### src/rtl/muldiv_pkg.sv
// muldiv_pkg: shared width, op and FSM encodings, and divide special-case results.
package muldiv_pkg;
    localparam int XLEN = 32;
    typedef enum logic [2:0] {
        OP_MUL    = 3'b000,
        OP_MULH   = 3'b001,
        OP_MULHSU = 3'b010,
        OP_MULHU  = 3'b011,
        OP_DIV    = 3'b100,
        OP_DIVU   = 3'b101,
        OP_REM    = 3'b110,
        OP_REMU   = 3'b111
    } op_e;
    typedef enum logic [1:0] {S_IDLE, S_CALC, S_FIX, S_DONE} state_e;
    localparam logic [XLEN-1:0] DIV_ZERO_Q = '1;
    localparam logic [XLEN-1:0] OVF_Q = {1'b1, {(XLEN-1){1'b0}}};
endpackage

### src/rtl/muldiv_sign_fix.sv
// muldiv_sign_fix: restores two's-complement signs on magnitude results and selects the op's output word.
module muldiv_sign_fix
    import muldiv_pkg::*;
(
    input  op_e             op_i,
    input  logic [XLEN-1:0] hi_i,
    input  logic [XLEN-1:0] lo_i,
    input  logic            neg_res_i,
    input  logic            neg_rem_i,
    output logic [XLEN-1:0] res_o
);
    logic [2*XLEN-1:0] prod;
    logic [XLEN-1:0] quo, rem;
    assign prod = neg_res_i ? -{hi_i, lo_i} : {hi_i, lo_i};
    assign quo = neg_res_i ? -lo_i : lo_i;
    assign rem = neg_rem_i ? -hi_i : hi_i;
    always_comb res_o = op_i[2] ? (op_i[1] ? rem : quo) : (op_i == OP_MUL ? prod[XLEN-1:0] : prod[2*XLEN-1:XLEN]);
endmodule

### src/rtl/mul_div_unit.sv
// mul_div_unit: iterative RV32M multiply/divide, one bit per CALC cycle.
// The divider is built only with MULDIV_DIV_EN defined; otherwise div ops complete at once with 0.
module mul_div_unit
    import muldiv_pkg::*;
(
    input  logic            clk,
    input  logic            rst,
    input  logic            mul_en,
    input  logic            div_en,
    input  logic [2:0]      funct3,
    input  logic            flush,
    input  logic [XLEN-1:0] op_a,
    input  logic [XLEN-1:0] op_b,
    output logic            busy,
    output logic            done,
    output logic [XLEN-1:0] result
);
    state_e state_q, state_d;
    op_e op_q, op_d;
    logic [4:0] cnt_q, cnt_d;
    logic [XLEN-1:0] hi_q, hi_d, lo_q, lo_d, m_q, m_d, res_q, res_d, fix_res, a_mag, b_mag;
    logic neg_res_q, neg_res_d, neg_rem_q, neg_rem_d, a_neg, b_neg;
    logic [XLEN:0] mul_sum;

    assign a_neg = op_a[XLEN-1] & (mul_en ? funct3[1:0] != 2'b11 : !funct3[0]);
    assign b_neg = op_b[XLEN-1] & (mul_en ? !funct3[1] : !funct3[0]);
    assign a_mag = a_neg ? -op_a : op_a;
    assign b_mag = b_neg ? -op_b : op_b;
    assign mul_sum = {1'b0, hi_q} + (lo_q[0] ? {1'b0, m_q} : '0);
`ifdef MULDIV_DIV_EN
    logic [XLEN:0] div_sh, div_diff;
    logic div_take, div_ovf;
    assign div_sh = {hi_q, lo_q[XLEN-1]};
    assign div_diff = div_sh - {1'b0, m_q};
    // A carried-out shifted remainder always exceeds the 32-bit divisor.
    assign div_take = div_sh[XLEN] | !div_diff[XLEN];
    assign div_ovf = !funct3[0] && op_a == OVF_Q && op_b == '1;
`endif

    always_comb begin
        state_d = state_q;
        op_d = op_q;
        cnt_d = cnt_q;
        hi_d = hi_q;
        lo_d = lo_q;
        m_d = m_q;
        neg_res_d = neg_res_q;
        neg_rem_d = neg_rem_q;
        res_d = res_q;
        if (flush) begin
            state_d = S_IDLE;
        end else begin
            case (state_q)
                S_IDLE: begin
                    if (mul_en) begin
                        op_d = op_e'({1'b0, funct3[1:0]});
                        {hi_d, lo_d, m_d} = {{XLEN{1'b0}}, b_mag, a_mag};
                        neg_res_d = a_neg ^ b_neg;
                        neg_rem_d = 1'b0;
                        cnt_d = 5'd31;
                        state_d = S_CALC;
                    end else if (div_en) begin
                        op_d = op_e'({1'b1, funct3[1:0]});
                        state_d = S_DONE;
`ifdef MULDIV_DIV_EN
                        if (op_b == '0) begin
                            res_d = funct3[1] ? op_a : DIV_ZERO_Q;
                        end else if (div_ovf) begin
                            res_d = funct3[1] ? '0 : OVF_Q;
                        end else begin
                            {hi_d, lo_d, m_d} = {{XLEN{1'b0}}, a_mag, b_mag};
                            neg_res_d = a_neg ^ b_neg;
                            neg_rem_d = a_neg;
                            cnt_d = 5'd31;
                            state_d = S_CALC;
                        end
`else
                        res_d = '0;
`endif
                    end
                end
                S_CALC: begin
                    cnt_d = cnt_q - 5'd1;
                    state_d = cnt_q == '0 ? S_FIX : S_CALC;
                    {hi_d, lo_d} = {mul_sum, lo_q[XLEN-1:1]};
`ifdef MULDIV_DIV_EN
                    if (op_q[2]) {hi_d, lo_d} = {div_take ? div_diff[XLEN-1:0] : div_sh[XLEN-1:0], lo_q[XLEN-2:0], div_take};
`endif
                end
                S_FIX: begin
                    res_d = fix_res;
                    state_d = S_DONE;
                end
                default: state_d = S_IDLE;
            endcase
        end
    end

    always_ff @(posedge clk or posedge rst) begin
        if (rst) begin
            state_q <= S_IDLE;
            op_q <= OP_MUL;
            {cnt_q, hi_q, lo_q, m_q, res_q, neg_res_q, neg_rem_q} <= '0;
        end else begin
            state_q <= state_d;
            op_q <= op_d;
            {cnt_q, hi_q, lo_q, m_q, res_q, neg_res_q, neg_rem_q} <= {cnt_d, hi_d, lo_d, m_d, res_d, neg_res_d, neg_rem_d};
        end
    end

    muldiv_sign_fix u_sign_fix (
        .op_i      (op_q),
        .hi_i      (hi_q),
        .lo_i      (lo_q),
        .neg_res_i (neg_res_q),
        .neg_rem_i (neg_rem_q),
        .res_o     (fix_res)
    );

    assign busy = state_q != S_IDLE;
    assign done = state_q == S_DONE;
    assign result = res_q;
endmodule

### config.mk
export PLATFORM = sky130hd
export DESIGN_NAME = mul_div_unit
export DESIGN_NICKNAME = d
export VERILOG_FILES = /design/src/rtl/muldiv_pkg.sv /design/src/rtl/muldiv_sign_fix.sv /design/src/rtl/mul_div_unit.sv
export SDC_FILE = /design/constraint.sdc
export NUM_CORES = 1
export LEC_CHECK = 0
export BUFFER_PORTS_ARGS = -buffer_cell sky130_fd_sc_hd__buf_2
export CAP_MARGIN = 10
export CORE_ASPECT_RATIO = 1.4
export CORE_UTILIZATION = 50
export DETAILED_ROUTE_END_ITERATION = 6
export PLACE_DENSITY_LB_ADDON = 0.05
export SLEW_MARGIN = 20
export SYNTH_ARGS = -nofsm -noshare
export SYNTH_HDL_FRONTEND = slang
export SYNTH_SLANG_ARGS = --single-unit
### constraint.sdc
create_clock -name clk -period 4.25 [get_ports clk]
set_input_delay 0 -clock clk [delete_from_list [all_inputs] [get_ports clk]]
set_output_delay 0 -clock clk [all_outputs]
set_load 0.05 [all_outputs]
### After elaboration in Yosys (flattened, before gate mapping)

Index checks and enable logic that the tools add are counted.

* shift-type cells: 0
* reduce and logical (&&, ||, !) cells: 13
* $lt $le $gt $ge: 0
* div/mod/pow operators: 0
* eq/ne operators: 8
* multiply operators: 0
* mux-type cells: 26
* bitwise logic cells: 4
* add/sub/neg operators: 6

Operators by type and width (number)
* $mux W32: 11
* $pmux W32 S2: 3
* $neg A32 Y32: 3
* $mux W64: 1
* $neg A64 Y64: 1
* $add A32 B32 Y33: 1
* $pmux W5 S2: 1
* $reduce_and A3 Y1: 3
* $mux W2: 4
* $ne A2 B2 Y1 const B: 4
* $reduce_bool A2 Y1: 4
* $mux W3: 2
* $pmux W2 S3: 1
* $logic_not A5 Y1: 1
* $mux W5: 1
* $sub A5 B1 Y5 const B: 1
* $eq A2 B2 Y1 const B: 2
* $ne A4 B4 Y1 const B: 1
* $reduce_and A4 Y1: 1
* $logic_not A3 Y1: 1
* $and A1 B1 Y1: 2
* $eq A2 B1 Y1 const B: 1
* $logic_not A1 Y1: 2
* $logic_not A2 Y1: 1
* other kinds (3): 4

* bits in latches: 0
* memory bits (writable): 0
* output and inout port bits: 34
* memories: 0
* bits in registers: 139
* ROM bits: 0
* input port bits: 72
* logic and storage cells: 65

### Logic depth before layout (Yosys ltp)

Gate-level depths: netlist of run 1.

* word-level depth: 6
* mapped depth: 13
* mapped depth without buffers: 12

### Hierarchy

A second synthesis of run 1 with hierarchy kept.

* cells, all modules: 1548
* area, all modules: 11808.8 um^2

By module, submodules not included
* mul_div_unit: cells an instance 1090, instances 1, seq. area each 3478.3 um^2, area each 8943.6 um^2
* muldiv_sign_fix: cells an instance 458, instances 1, seq. area each 0.0 um^2, area each 2865.2 um^2

### Worst setup path before layout of run 1

OpenSTA, ideal clock, no wires.

* path type: register to register
* start: register lo_q[0]
* end: register hi_q[31]
* data required time: 4184 ps
* data arrival time: 2783 ps
* period minus slack after synthesis: 2849 ps
* path slack: 1401 ps
* cell stages (with the launch flop): 14
* setup time: 66 ps
* path buffers: 1
* cells stage by stage: dfrtp_1 -> clkbuf_1 -> and2_1 -> ha_1 -> inv_1 -> fa_1 -> nor2b_1 -> o31a_1 -> o21bai_1 -> o211ai_1 -> a21oi_1 -> o21a_1 -> o41ai_1 -> a22o_1

* cells in the longest elaborated chain, start to end: 3

Ends and longest elaborated chain
* start: declaration: RTL line mul_div_unit.sv:21 `logic [XLEN-1:0] hi_q, hi_d, lo_q, lo_d, m_q, m_d, res_q, res_d, fix_res, a_mag, b_mag;`
* start signal: assignment: RTL line mul_div_unit.sv:107 `{cnt_q, hi_q, lo_q, m_q, res_q, neg_res_q, neg_rem_q} <= {cnt_d, hi_d, lo_d, m_d, res_d, neg_res_d, neg_rem_d} ...`
* $mux W32: RTL line mul_div_unit.sv:29 `assign mul_sum = {1'b0, hi_q} + (lo_q[0] ? {1'b0, m_q} : '0);`
* $add A32 B32 Y33: RTL line mul_div_unit.sv:29
* $pmux W32 S2: RTL line mul_div_unit.sv:53 `case (state_q)`
* end signal: assignment: RTL line mul_div_unit.sv:107
* end: declaration: RTL line mul_div_unit.sv:21

No other way between the ends.
A chain may end at the register's enable or synchronous reset.

### Worst setup path after layout of run 1

Same ends and word-level chain as after synthesis.

==> results.yml, run 1 <==
status:
  status: "complete, but fails checks"
  violations: "DRC"
routing:
  remaining_drc_errors: 20
  vias: 10100
  routedWlPerCell_um: 18.0
  drtPass1Iterations: 7
  routed_wirelength_um: 30500
  ant_nets: 0
  detail_route.vias_per_cell: 5.96
  drt_iter0_drc: 679
global_route:
  gr-total-overflow: 0
  antenna_found_initial: 0
  grt_max_degree: 65
  grt_pass1_vias: 10100
  grt_pass1_wl_um: 50600
  track_usage_pct: 29.4
floorplanning:
  coreArea_um2: 20600
  chipHeight_um: 174
  start_util_pct: 51.2
  rows: 62
  die_area_um2: 21700
  die_w_um: 125
  io_pins: 106
clock_tree:
  h-tree-depth: 4
  tritoncts: "done"
  clock_latency_ps: 440
  cts.sinks: 139
  cts_resized: 0
  clk_pin_slew_ps: 60
  cts-root-buf: "clkbuf_16"
  post_cts_buffers: 0
  cts-buffers-inserted: 17
  clock_path_buffers: 2
timing:
  tns_ps: 0
  slew_violations: 0
  worstMarginPinSlew_ps: 919
  fin_crit_ps: 3400
  maxSlewHeadroom_pct: 38.6
  final.setup_skew_ps: 7.18
  clock.fmax_mhz: 294
  final-hold-violation-count: 0
  rsz0062_at_grt: "no"
  fin_hold_ws_ps: 25.4
  finalCritPeriodShare_pct: 80.0
  setup_violations: 0
worst_setup_path:
  cp.required_ps: 4620
  cp_slowest_cell: "dfrtp_1"
  r2r_cells: 12
  critPathCaptureType: "flip-flop"
  path_max_fanout: 14
  r2r-start: "lo_q[0]"
  crit_chain: "and2_1 -> ha_1 -> inv_1 -> fa_1 -> nor2b_1 -> o31a_1 -> o21bai_1 -> o211ai_1 -> a21oi_1 -> o21a_1 -> o41ai_1 -> a22o_1"
  reg2reg_to: "hi_q[31]"
  worst_ep_arrival_time_ps: 3770
  cpLargestDelayFamily: "compound AO/OA/AOI/OAI gates"
  start_kind: "flip-flop"
  slowest_delay_ps: 630
  reg2reg_slack_ps: 850
  path_buf_inv: 1
  path_class: "flip-flop to flip-flop"
synthesis:
  synth_common_cells: "164 x o21ai_0, 161 x nand2_1, 139 x dfrtp_1, 104 x a21oi_1, 90 x nor2_1"
  yosysTopAreaCell: "dfrtp_1"
  synthTopCellsByArea: "dfrtp_1 33%, o21ai_0 7.8%, xnor2_1 6.0%"
  async_flop_share_pct: 100
  synthCells: 1303
  ys_warn_count: 0
  post-synth-top-count-cell: "o21ai_0"
  ys_types: 78
  ys_ff_latch: 139
  syn_avg_cell_area_um2: 8.11
  synth_top_area_share_pct: 32.9
  ys_seq_area_share_pct: 32.9
  synth_edf_count: 0
  synth-main-ff-cell: "dfrtp_1"
  syn_area_um2: 10600
  syn_nets: 1412
final_layout:
  diodes: 0
  final_util_pct: 60.2
  drive_gt1_share_pct: 13.6
  final_nets: 1536
  register_area_um2: 3480
  nFillCells: 1916
  multi_input_area_um2: 6680
  syn_to_final_growth_pct: 17.5
job:
  cap_violations: 0
placement:
  gp_congestion: 0.925
  portBuffers: 104
  dp_hpwl_um: 22700
worst_hold_path:
  hold_class: "primary input to flip-flop"
  hold_depth: 5
  hold_path_end: "lo_q[9]"
  worstHoldStart: "op_b[9]"
pwr:
  ir_drop_v: 0.000339
  p_leak_nw: 5.40
  p_per_area_nw_per_um2: 586
[routing by layer]
layer	vias to the layer above	wire length [um]	global-route usage, %
li1	4975	-	-
met1	4782	13000	34.4
met2	283	15200	52.9
met3	73	1060	4.34
met4	0	1200	13.4
met5	-	0	0
[how the worst max path moves through the flow]
| stage | start | to | slack [ps] | cells after the start |
|---|---|---|---|---|
| after detailed placement | lo_q[0] | hi_q[31] | 940 | 12 |
| after floorplan | rst | cnt_q[0] | 530 | 1 |
| after global routing | lo_q[0] | hi_q[31] | 720 | 12 |
| final | lo_q[0] | hi_q[31] | 850 | 12 |
| after CTS | lo_q[0] | hi_q[31] | 900 | 12 |
| after global placement | lo_q[0] | hi_q[31] | 1030 | 12 |
[layout by cell type (no fill, tap or decap), types with 36 or more instances in the layout]
cell type,n
nand2_1,160
buf_2,104
dlygate4sd3_1,50
xnor2_1,72
ha_1,36
o21ai_0,164
xor2_1,53
dfrtp_1,138
nor2_1,89
and2_1,43
a21oi_1,104
[metrics by stage]
stage / total power [mW] / cells / cell area (um2) / setup WS [ps]
final: 7.27 / 1696 / 12400 / 849
after global routing: 7.79 / 1696 / 12400 / 716
after CTS: 7.27 / 1696 / 12400 / 900
after detailed placement: 5.57 / 1614 / 11300 / 935
after global placement: 5.52 / 1614 / 11300 / 1030
after floorplan: 4.67 / 1303 / 10600 / 525
[cells by family (layout without fill, tap and decap cells)]
kind of cell               Yosys count  in the layout  share of synthesized area, %
DFF                                139            139                          32.9
adders and majority gates           37             37                          4.45
muxes                                8              8                         0.781
xor gates and xnor gates           125            125                          10.4
buffers and inverters              100            237                          4.18
and+or+nand+nor                    456            456                          21.6
AOI/OAI and AO/OA                  438            438                          25.7
[timing repair]
item / 4_1_cts / 5_1_grt
hold endpoints to repair: 100 / 0
endpoints found under the setup margin: 0 / 0
hold buffers: 50 / 0
[where the power goes]
group	switching, mW	internal (mW)
Clock	0.576	1.07
Combinational	2.03	1.23
Sequential	0.634	1.74
[worst min-delay path, cell delays in order]
cell     delay [ps]
buf_2           110
xor2_1           70
nor2_1           80
a21oi_1          40
o21ai_0         120
[area by class of cell]
cell class                 instances  area share (%)
clock inverter                    12            1.56
sequential                       139            28.0
clock buffer                      20            3.68
inverter                          32            1.01
multi-input combinational       1064            53.8
tap                              256            2.58
timing repair buffer             173            9.37
[flip-flops by register name, indices dropped and copies added, names as in the netlist]
name	cells
m_q	32
neg_res_q	1
cnt_q	5
lo_q	32
hi_q	32
result	32
op_q	3
state_q	2
Note: power is estimated with default switching activity, not from simulation.
==> run 2, diff against run 1 <==
clock period = 3 ns   (was 4.25 ns; I/O delays follow)
==> results.yml, run 2 (synthesized netlist as in run 1, its figures left out) <==
status:
  status: "complete, but fails checks"
  violations: "DRC"
clock_tree:
  clk_pin_slew_ps: 50
  cts.sinks: 139
  clock_path_buffers: 2
  cts-root-buf: "clkbuf_16"
  cts-buffers-inserted: 17
  clock_latency_ps: 440
  tritoncts: "done"
  h-tree-depth: 4
final_layout:
  final_nets: 1601
  layoutNonFillerInstCount: 1761
  most-common-layout-cells: "161 x o21ai_0, 160 x nand2_1, 138 x dfrtp_1"
  drive_gt1_share_pct: 18.1
  nFillCells: 1853
  final_common_cell: "o21ai_0"
  final_util_pct: 62.7
  syn_to_final_growth_pct: 22.4
  diodes: 0
pwr:
  clkPwrFrac_pct: 18.8
  p_leak_nw: 5.72
  p_per_area_nw_per_um2: 812
  ir_drop_v: 0.000508
  p_sw_share_pct: 44.7
  internal-power_mw: 5.81
  comb_power_share_pct: 51.4
  p_seq_share_pct: 29.8
  p_sw_mw: 4.70
routing:
  routed_wirelength_um: 31100
  vias: 10200
  routedWlPerCell_um: 17.6
  remaining_drc_errors: 30
  drt_iter0_drc: 590
  drtPass1Iterations: 7
  ant_nets: 0
  detail_route.vias_per_cell: 5.80
global_route:
  grt_max_degree: 82
  gr-max-usage-layer: "met2"
  grtUsageMet2_pct: 53.2
  antenna_found_initial: 0
  track_usage_pct: 29.6
  met3_usage_pct: 3.45
  gr-total-overflow: 0
  grt_use_met1_pct: 35.9
  grt_pass1_vias: 9931
  grt_pass1_wl_um: 50900
placement:
  pre_cts_slack_ps: -9.47
  gp_congestion: 0.943
  post-place-cells: 1680
  dp_hpwl_um: 23500
  portBuffers: 104
timing:
  final.setup_skew_ps: 8.78
  worstMarginPinSlew_ps: 834
  fin_hold_ws_ps: 9.45
  finalCritPeriodShare_pct: 97.1
  fin_crit_ps: 2910
  rsz0062_at_grt: "yes"
  tns_ps: 0
  setup_violations: 0
  slew_violations: 0
  maxSlewHeadroom_pct: 44.2
  clock.fmax_mhz: 343
  final-hold-violation-count: 0
  final.setup.worst_slack_ps: 85.8
floorplanning:
  io_pins: 106
  die_w_um: 125
  start_util_pct: 51.2
  chipHeight_um: 174
  rows: 62
  coreArea_um2: 20600
  die_area_um2: 21700
worst_setup_path:
  start_kind: "flip-flop"
  path_max_fanout: 5
  crit_chain: "buf_4 -> and2_1 -> ha_1 -> a211oi_1 -> a211oi_2 -> a31o_2 -> o41ai_1 -> buf_4 -> nor3_2 -> nor3b_1 -> buf_4 -> or4_1 -> nand3_1"
  cp_slowest_cell: "or4_1"
  cp.required_ps: 3370
  critPathCaptureType: "flip-flop"
  path_class: "flip-flop to flip-flop"
  cpLargestDelayFamily: "simple AND/OR/NAND/NOR gates"
  path_buf_inv: 3
  cp_common_cell: "buf_4"
  worst_ep_arrival_time_ps: 3280
  slowest_delay_ps: 470
job:
  cap_violations: 0
worst_hold_path:
  hold_class: "primary input to flip-flop"
run 2: final timing paths:
| kind | end | slack (ps) | cells after the start | start |
|---|---|---|---|---|
| max | hi_q[30] | 90 | 13 | lo_q[0] |
| min | lo_q[27] | 9 | 4 | op_b[27] |
| min reg2reg | m_q[31] | 460 | 2 | m_q[31] |
| max reg2reg | hi_q[30] | 90 | 13 | lo_q[0] |
| max in group asynchronous | neg_res_q | 2160 | 4 | rst |
| min in group asynchronous | hi_q[0] | 200 | 3 | rst |
run 2: worst min-delay path: stages:
cell     delay [ps]
buf_2           110
xnor2_1          80
nor2_1           80
o21ai_0         110
run 2: metrics by stage:
stage | cell area, um2 | total power, mW
floorplan | 10600 | 6.62
global placement | 11800 | 8.30
detailed placement | 11800 | 8.37
CTS | 12800 | 10.4
global route | 12900 | 11.2
finish | 12900 | 10.5
run 2: power by group through the flow:
stage	Sequential (mW)	Clock [mW]	Combinational, mW
final	3.13	1.97	5.40
after global routing	3.22	2.08	5.93
after CTS	3.11	2.00	5.31
after detailed placement	3.14	0	5.23
after global placement	3.13	0	5.17
after floorplan	3.49	0	3.13
run 2: layout make-up:
cell class / instances / area [um2] / area share [%]
tap: 256 / 320 / 2.48
sequential: 139 / 3480 / 26.9
clock buffer: 24 / 482 / 3.72
multi-input combinational: 1064 / 6750 / 52.2
clock inverter: 8 / 67.6 / 0.522
timing repair buffer: 238 / 1710 / 13.2
inverter: 32 / 124 / 0.958
run 2: routing by layer:
layer | wire length, um | part of all wire, %
met4 | 894 | 2.9
met5 | 0 | 0
met1 | 12900 | 42
met3 | 1280 | 4.1
met2 | 16000 | 51
run 2: what timing repair did:
item,in CTS,in global routing
pin swaps,1,5
hold buffers,47,0
gates resized for setup,1,14
setup endpoints to repair,2,8
hold endpoints to repair,64,0
buffers inserted,0,2
